**config.mk**
```make
export PLATFORM = sky130hd
export DESIGN_NAME = uart_tx_cfg_flat
export DESIGN_NICKNAME = d
export VERILOG_FILES = /design/src/rtl/uart_pkg.sv /design/src/rtl/uart_tx_cfg_if.sv /design/src/rtl/uart_sync_fifo.sv /design/src/rtl/uart_tx_cfg.sv /design/src/flat_wrapper.sv
export SDC_FILE = /design/constraint.sdc
export NUM_CORES = 1
export LEC_CHECK = 0
export CAP_MARGIN = 20
export CORE_ASPECT_RATIO = 1.5
export CORE_MARGIN = 5
export CORE_UTILIZATION = 55
export DETAILED_ROUTE_END_ITERATION = 8
export GPL_TIMING_DRIVEN = 0
export PLACE_DENSITY = 0.75
export SLEW_MARGIN = 20
export SYNTH_ARGS = -nofsm -noshare
export SYNTH_HDL_FRONTEND = slang
export SYNTH_SLANG_ARGS = --single-unit
```
**constraint.sdc**
```tcl
create_clock -name clk -period 7.8 [get_ports clk]
set_input_delay 1.56 -clock clk [delete_from_list [all_inputs] [get_ports clk]]
set_output_delay 1.56 -clock clk [all_outputs]
set_load 0.005 [all_outputs]
```
**src/rtl/uart_pkg.sv**
```systemverilog
// Shared UART definitions: parity encodings, TX FSM state codes, data-width limits.
// Also used by the future uart_rx; keep encodings stable.
package uart_pkg;

  typedef logic [1:0] par_mode_t;

  localparam par_mode_t PAR_NONE = 2'b00;
  localparam par_mode_t PAR_EVEN = 2'b01;
  localparam par_mode_t PAR_ODD  = 2'b10;

  localparam int DATA_W_MIN = 5;
  localparam int DATA_W_MAX = 9;

  localparam logic [2:0] ST_IDLE   = 3'd0;
  localparam logic [2:0] ST_START  = 3'd1;
  localparam logic [2:0] ST_DATA   = 3'd2;
  localparam logic [2:0] ST_PARITY = 3'd3;
  localparam logic [2:0] ST_STOP   = 3'd4;

  // Caller zero-extends narrower characters; padding zeros do not change the XOR.
  function automatic logic parity_bit(input logic [DATA_W_MAX-1:0] d, input par_mode_t mode);
    return (^d) ^ (mode == PAR_ODD);
  endfunction

endpackage

```
**src/rtl/uart_tx_cfg_if.sv**
```systemverilog
// Write-side and line-side signals of the configurable UART transmitter.
// master = upstream writer, slave = uart_tx_cfg.
interface uart_tx_cfg_if
  import uart_pkg::*;
#(
  parameter int DATA_W     = 8,
  parameter int FIFO_DEPTH = 4
);
  logic                          tx_start;
  logic [DATA_W-1:0]             tx_data;
  par_mode_t                     parity_mode;
  logic                          stop2;
  logic                          tx_ready;
  logic                          tx_overflow;
  logic                          tx_done;
  logic                          tx_busy;
  logic [$clog2(FIFO_DEPTH):0]   fifo_level;
  logic                          tx;

  modport master (
    output tx_start, tx_data, parity_mode, stop2,
    input  tx_ready, tx_overflow, tx_done, tx_busy, fifo_level, tx
  );

  modport slave (
    input  tx_start, tx_data, parity_mode, stop2,
    output tx_ready, tx_overflow, tx_done, tx_busy, fifo_level, tx
  );
endinterface

```
**src/rtl/uart_sync_fifo.sv**
```systemverilog
// Single-clock FIFO with fall-through read data; push refused when full, pop ignored when empty.
// Fullness comes from registered level, so a push to a full FIFO is refused even on a pop cycle.
module uart_sync_fifo #(
  parameter int WIDTH = 8,
  parameter int DEPTH = 4
) (
  input  logic                     clk,
  input  logic                     reset,
  input  logic                     push,
  input  logic [WIDTH-1:0]         push_data,
  input  logic                     pop,
  output logic [WIDTH-1:0]         pop_data,
  output logic                     full,
  output logic                     empty,
  output logic [$clog2(DEPTH):0]   level
);
  localparam int AW = $clog2(DEPTH);
  localparam int LW = AW + 1;

  if (DEPTH < 2 || (DEPTH & (DEPTH - 1)) != 0) begin : g_chk_depth
    $error("uart_sync_fifo: DEPTH must be a power of 2 and at least 2");
  end

  logic [WIDTH-1:0] mem_q [DEPTH];
  logic [AW-1:0]    wr_ptr_q, wr_ptr_d;
  logic [AW-1:0]    rd_ptr_q, rd_ptr_d;
  logic [LW-1:0]    level_q, level_d;
  logic             push_ok, pop_ok;

  assign full     = (level_q == LW'(DEPTH));
  assign empty    = (level_q == '0);
  assign push_ok  = push && !full;
  assign pop_ok   = pop && !empty;
  assign pop_data = mem_q[rd_ptr_q];
  assign level    = level_q;

  always_comb begin
    wr_ptr_d = push_ok ? wr_ptr_q + AW'(1) : wr_ptr_q;
    rd_ptr_d = pop_ok  ? rd_ptr_q + AW'(1) : rd_ptr_q;
    level_d  = level_q;
    if (push_ok && !pop_ok) begin
      level_d = level_q + LW'(1);
    end else if (!push_ok && pop_ok) begin
      level_d = level_q - LW'(1);
    end
  end

  always_ff @(posedge clk) begin
    if (reset) begin
      wr_ptr_q <= '0;
      rd_ptr_q <= '0;
      level_q  <= '0;
    end else begin
      wr_ptr_q <= wr_ptr_d;
      rd_ptr_q <= rd_ptr_d;
      level_q  <= level_d;
    end
  end

  always_ff @(posedge clk) begin
    if (push_ok) begin
      mem_q[wr_ptr_q] <= push_data;
    end
  end

endmodule

```
**src/rtl/uart_tx_cfg.sv**
```systemverilog
// Configurable UART transmitter (DATA_W bits, none/even/odd parity, 1-2 stop bits) fed by a small FIFO.
// Push at edge N, pop at N+1, tx falls at N+2; writes refused with tx_overflow while the FIFO is full.
module uart_tx_cfg
  import uart_pkg::*;
#(
  parameter int CLKS_PER_BIT = 434,
  parameter int DATA_W       = 8,
  parameter int FIFO_DEPTH   = 4
) (
  input  logic          clk,
  input  logic          reset,
  uart_tx_cfg_if.slave  bus
);
  localparam int CW = $clog2(CLKS_PER_BIT);
  localparam int BW = $clog2(DATA_W_MAX + 1);
  localparam int LW = $clog2(FIFO_DEPTH) + 1;

  if (CLKS_PER_BIT < 2) begin : g_chk_cpb
    $error("uart_tx_cfg: CLKS_PER_BIT must be at least 2");
  end
  if (DATA_W < DATA_W_MIN || DATA_W > DATA_W_MAX) begin : g_chk_data_w
    $error("uart_tx_cfg: DATA_W must be within 5..9");
  end

  logic              fifo_pop, fifo_full, fifo_empty;
  logic [DATA_W-1:0] fifo_dout;
  logic [LW-1:0]     fifo_level;

  uart_sync_fifo #(
    .WIDTH (DATA_W),
    .DEPTH (FIFO_DEPTH)
  ) u_fifo (
    .clk       (clk),
    .reset     (reset),
    .push      (bus.tx_start),
    .push_data (bus.tx_data),
    .pop       (fifo_pop),
    .pop_data  (fifo_dout),
    .full      (fifo_full),
    .empty     (fifo_empty),
    .level     (fifo_level)
  );

  logic [2:0]        state_q, state_d;
  logic [CW-1:0]     cnt_q, cnt_d;
  logic [BW-1:0]     bit_q, bit_d;
  logic [DATA_W-1:0] data_q, data_d;
  logic              par_en_q, par_en_d;
  logic              par_bit_q, par_bit_d;
  logic              stop2_q, stop2_d;
  logic              tx_q, tx_d;
  logic              done_q, done_d;
  logic              ovf_q, ovf_d;
  logic              bit_last;

  assign bit_last = (cnt_q == CW'(CLKS_PER_BIT - 1));

  always_comb begin
    state_d   = state_q;
    cnt_d     = bit_last ? '0 : cnt_q + CW'(1);
    bit_d     = bit_q;
    data_d    = data_q;
    par_en_d  = par_en_q;
    par_bit_d = par_bit_q;
    stop2_d   = stop2_q;
    done_d    = 1'b0;
    fifo_pop  = 1'b0;

    case (state_q)
      ST_IDLE: begin
        cnt_d    = '0;
        fifo_pop = !fifo_empty;
      end
      ST_START: begin
        if (bit_last) begin
          state_d = ST_DATA;
          bit_d   = '0;
        end
      end
      ST_DATA: begin
        if (bit_last) begin
          data_d = data_q >> 1;
          if (bit_q == BW'(DATA_W - 1)) begin
            bit_d   = '0;
            state_d = par_en_q ? ST_PARITY : ST_STOP;
          end else begin
            bit_d = bit_q + BW'(1);
          end
        end
      end
      ST_PARITY: begin
        if (bit_last) begin
          state_d = ST_STOP;
          bit_d   = '0;
        end
      end
      ST_STOP: begin
        // bit_q tracks which stop bit is on the line when two are configured
        if (bit_last) begin
          if (stop2_q && bit_q == '0) begin
            bit_d = BW'(1);
          end else begin
            done_d   = 1'b1;
            fifo_pop = !fifo_empty;
            state_d  = ST_IDLE;
          end
        end
      end
      default: state_d = ST_IDLE;
    endcase

    // Line configuration is captured only here, so mid-frame changes wait for the next character.
    if (fifo_pop) begin
      state_d   = ST_START;
      cnt_d     = '0;
      bit_d     = '0;
      data_d    = fifo_dout;
      par_en_d  = (bus.parity_mode == PAR_EVEN) || (bus.parity_mode == PAR_ODD);
      par_bit_d = parity_bit(DATA_W_MAX'(fifo_dout), bus.parity_mode);
      stop2_d   = bus.stop2;
    end
  end

  always_comb begin
    case (state_q)
      ST_START:  tx_d = 1'b0;
      ST_DATA:   tx_d = data_q[0];
      ST_PARITY: tx_d = par_bit_q;
      default:   tx_d = 1'b1;
    endcase
    ovf_d = bus.tx_start && fifo_full;
  end

  always_ff @(posedge clk) begin
    if (reset) begin
      state_q   <= ST_IDLE;
      cnt_q     <= '0;
      bit_q     <= '0;
      data_q    <= '0;
      par_en_q  <= 1'b0;
      par_bit_q <= 1'b0;
      stop2_q   <= 1'b0;
      tx_q      <= 1'b1;
      done_q    <= 1'b0;
      ovf_q     <= 1'b0;
    end else begin
      state_q   <= state_d;
      cnt_q     <= cnt_d;
      bit_q     <= bit_d;
      data_q    <= data_d;
      par_en_q  <= par_en_d;
      par_bit_q <= par_bit_d;
      stop2_q   <= stop2_d;
      tx_q      <= tx_d;
      done_q    <= done_d;
      ovf_q     <= ovf_d;
    end
  end

  assign bus.tx          = tx_q;
  assign bus.tx_done     = done_q;
  assign bus.tx_overflow = ovf_q;
  assign bus.tx_ready    = !fifo_full;
  assign bus.tx_busy     = (state_q != ST_IDLE) || !fifo_empty;
  assign bus.fifo_level  = fifo_level;

endmodule

```
**src/flat_wrapper.sv**
```systemverilog
// flat-port wrapper written by rule: the top's interface ports become plain ports
module uart_tx_cfg_flat import uart_pkg::*;
#(
  parameter int CLKS_PER_BIT = 434,
  parameter int DATA_W       = 8,
  parameter int FIFO_DEPTH   = 4
)
  (clk, reset, bus_tx_start, bus_tx_data, bus_parity_mode, bus_stop2, bus_tx_ready, bus_tx_overflow, bus_tx_done, bus_tx_busy, bus_fifo_level, bus_tx);
  uart_tx_cfg_if #(.DATA_W(DATA_W), .FIFO_DEPTH(FIFO_DEPTH)) bus_i ();
  input  logic clk;
  input  logic reset;
  input wire logic [$bits(bus_i.tx_start)-1:0] bus_tx_start;
  input wire logic [$bits(bus_i.tx_data)-1:0] bus_tx_data;
  input wire logic [$bits(bus_i.parity_mode)-1:0] bus_parity_mode;
  input wire logic [$bits(bus_i.stop2)-1:0] bus_stop2;
  output wire logic [$bits(bus_i.tx_ready)-1:0] bus_tx_ready;
  output wire logic [$bits(bus_i.tx_overflow)-1:0] bus_tx_overflow;
  output wire logic [$bits(bus_i.tx_done)-1:0] bus_tx_done;
  output wire logic [$bits(bus_i.tx_busy)-1:0] bus_tx_busy;
  output wire logic [$bits(bus_i.fifo_level)-1:0] bus_fifo_level;
  output wire logic [$bits(bus_i.tx)-1:0] bus_tx;
  assign bus_i.tx_start = bus_tx_start;
  assign bus_i.tx_data = bus_tx_data;
  assign bus_i.parity_mode = bus_parity_mode;
  assign bus_i.stop2 = bus_stop2;
  assign bus_tx_ready = bus_i.tx_ready;
  assign bus_tx_overflow = bus_i.tx_overflow;
  assign bus_tx_done = bus_i.tx_done;
  assign bus_tx_busy = bus_i.tx_busy;
  assign bus_fifo_level = bus_i.fifo_level;
  assign bus_tx = bus_i.tx;
  uart_tx_cfg #(.CLKS_PER_BIT(CLKS_PER_BIT), .DATA_W(DATA_W), .FIFO_DEPTH(FIFO_DEPTH)) u_core (.clk(clk), .reset(reset), .bus(bus_i));
endmodule
```
==> key figures <==
STA
  – Final worst slack: 4.39 ns
  – Setup TNS: 0 ns
  – Unrepaired setup endpoints after global routing: no
  – Pins Over Slew Limit: 0
  – Final hold vios: 0
  – Slew HR: 0.441
  – Slew @ Worst Pin: 0.831 ns
  – Fin Clk Skew: 0.00857 ns
  – Period utilization: 0.437
  – Final Setup Violations: 0
  – Tmin final: 3.41 ns
  – Fmax: 294 MHz

Worst setup path
  – Crit. Startpoint: u_core.state_q[2]$_SDFFE_PP0P_
  – Bufs and invs on worst path: 2
  – Ordered list of cells on the worst path: clkbuf_1 > nor3_1 > nand2_1 > clkdlybuf4s50_1
  – Top Family by Delay on Critical Path: buffers and inverters
  – WP data required: 6.24 ns
  – Critical Path Max Stage Delay: 0.49 ns
  – CP startpoint kind: flip-flop
  – CP max FO: 10
  – WS Path Type: flip-flop to output port
  – Slowest cell on crit path: clkdlybuf4s50_1
  – CP Capture Type: output port
  – FF-to-FF Start: u_core.cnt_q[3]$_SDFF_PP0_
  – CP arrival: 1.85 ns

Power
  – VDD IR max: 212 µV
  – Int Pwr: 762 µW
  – Net Sw Frac: 0.313
  – Leakage: 1.23 nW
  – Comb pwr share: 0.315
  – Power per Cell Area: 311 nW/µm²
  – Clock Power Share: 0.257
  – P_sw: 348 µW
  – Flop pwr share: 0.428

Floorplan
  – IO Pins: 22
  – Die X: 71.1 µm
  – Core area: 5450 µm²
  – Die Y: 102 µm
  – Starting Density: 0.565
  – Die area: 7230 µm²
  – Cell Rows: 33

Routing
  – DRT antenna net count: 0
  – DRT Wirelength: 5.32 mm
  – Initial DRT Pass Iterations: 4
  – Routed length per placed instance: 14.4 µm
  – Drt initial violations: 110
  – Detailed-route via count: 2,005
  – Remaining DRCs: 0
  – DR vias/cell: 5.45

Finish
  – Most frequent cells in the layout: dfxtp_1 (39), edfxtp_1 (32), nor2_1 (28), nand2_1 (20), clkdlybuf4s50_1 (20)
  – Number of fill cells in the layout: 431
  – Fin nets: 318
  – Layout area overhead: 15.7%
  – Layout cells sized above 1: 0.104
  – Commonest non-fill, non-tap cell in the layout: dfxtp_1
  – ANT cells: 0
  – Final Core Density: 0.654
  – Layout Cells excl Fill: 368

Synth
  – Synth Cell Area: 3080 µm²
  – Seq/Total Area, Yosys: 0.565
  – Async S/R FF share, synth: 0
  – Syn_area_per_cell: 11.8 µm²
  – Library cells used by synthesis: 42
  – Number of synthesized flops with an enable pin: 32
  – Primary FF master, synth: dfxtp_1
  – Ys Warns: 0
  – Syn_nets: 287
  – Cells after Synth: 262
  – Seq cells post-synth: 71

Flow run
  – Max cap viols: 0

Place
  – Placed Cells: 352
  – Placer Congestion: 0.816
  – Dpl hpwl: 3.80 mm
  – Pre-CTS WS: 4.04 ns
  – Port-buffer cells: 20

Clock tree
  – CTS Hold Bufs: 0
  – CTS clk-pin slew, worst paths: 0.07 ns
  – TritonCTS clock tree: built
  – Number of post-CTS setup repair buffers: 0
  – Clock sink count: 71
  – CTS resizes: 0
  – Worst-Skew Late Latency: 0.34 ns
  – Clk buf depth: 2
  – H-tree levels: 3
  – Root Driver: clkbuf_8
  – TritonCTS buffer count: 9

Min path
  – Worst min-delay path class: flip-flop to flip-flop
  – Worst hold path startpoint: u_core.data_q[0]$_SDFFE_PP0P_

Global route
  – First-pass GRT wire length: 9.25 mm
  – Number of global-route vias before repair: 2,024
  – Initial antenna violation count: 0
  – Largest net degree at the start of global routing: 14
  – Total GRT Usage: 0.168
  – Grt ovf: 0

Outcome
  – Status: finished, final reports clean
-- sequential cells by signal, summed over array words and instances, names as in the netlist, 2 cells and up, named ones only --
| name | flops |
|---|---|
| u_core.u_fifo.mem_q | 32 |
| u_core.data_q | 8 |
| u_core.u_fifo.level | 3 |
| u_core.cnt_q | 9 |
| u_core.u_fifo.rd_ptr_q | 2 |
| u_core.state_q | 3 |
| u_core.u_fifo.wr_ptr_q | 2 |
| u_core.bit_q | 4 |
-- cell families after synthesis --
| logic type | synth area share |
|---|---|
| flip-flops | 0.565 |
| AO/OA/AOI/OAI | 0.0763 |
| AND/OR/NAND/NOR | 0.156 |
| XOR/XNOR | 0.0556 |
| buffers and inverters | 0.0313 |
| multiplexers | 0.0682 |
| adder cells (fa/ha/maj) | 0.0471 |
-- routing by layer --
layer	up-vias	GRT usage	part of all wire
met3	16	0.0387	0.028
met1	951	0.179	0.42
met2	33	0.295	0.52
met4	0	0.110	0.036
li1	1005	-	-
met5	-	0	0
-- power by group through the flow --
| stage | Clock [mW] | Combinational [mW] | Sequential, mW |
|---|---|---|---|
| finish | 0.285 | 0.350 | 0.475 |
| global route | 0.312 | 0.392 | 0.481 |
| CTS | 0.295 | 0.352 | 0.476 |
| detailed placement | 0 | 0.351 | 0.484 |
| global placement | 0 | 0.346 | 0.482 |
| floorplan | 0 | 0.263 | 0.478 |
-- final cells by class --
class,count,area (µm²),share of cell area
inverter,10,40.0,0.0112
sequential,71,1740,0.488
buffer,12,56.3,0.0158
tap,70,87.6,0.0246
clock buffer,9,124,0.0347
timing repair buffer,20,200,0.0561
multi-input combinational,169,1240,0.349
clock inverter,7,72.6,0.0204
-- through the flow --
step | hold slack [ns] | power (mW) | area [µm²]
global route | 0.473 | 1.18 | 3570
floorplan | 0.430 | 0.741 | 3080
detailed placement | 0.448 | 0.835 | 3370
finish | 0.457 | 1.11 | 3570
CTS | 0.458 | 1.12 | 3570
global placement | 0.442 | 0.828 | 3370
-- tightest hold or removal path, stage by stage (launching register included) --
cell and delay, ns:
dfxtp_1 0.31, nand2_1 0.05, a21oi_1 0.05
-- worst paths after layout --
kind / to / slack [ns] / cells after the start
worst max-delay path: bus_tx_busy / 4.39 / 4
worst min-delay path: u_core.data_q[0]$_SDFFE_PP0P_ / 0.46 / 2
worst max register to register: u_core.u_fifo.level[2]$_SDFFE_PP0P_ / 5.09 / 12
worst min register to register: u_core.data_q[0]$_SDFFE_PP0P_ / 0.46 / 2
-- synthesized netlist by cell type, types with 7 or more instances --
cell type / n / area share
a21oi_1: 18 / 0.029
nand2_1: 20 / 0.024
dfxtp_1: 39 / 0.25
mux4_2: 8 / 0.058
edfxtp_1: 32 / 0.31
a22oi_1: 7 / 0.017
inv_1: 9 / 0.011
clkbuf_1: 7 / 0.0085
nor2_1: 28 / 0.034
ha_1: 10 / 0.041
xor2_1: 7 / 0.020
xnor2_1: 10 / 0.028
Note: power is estimated with default switching activity, not from simulation.
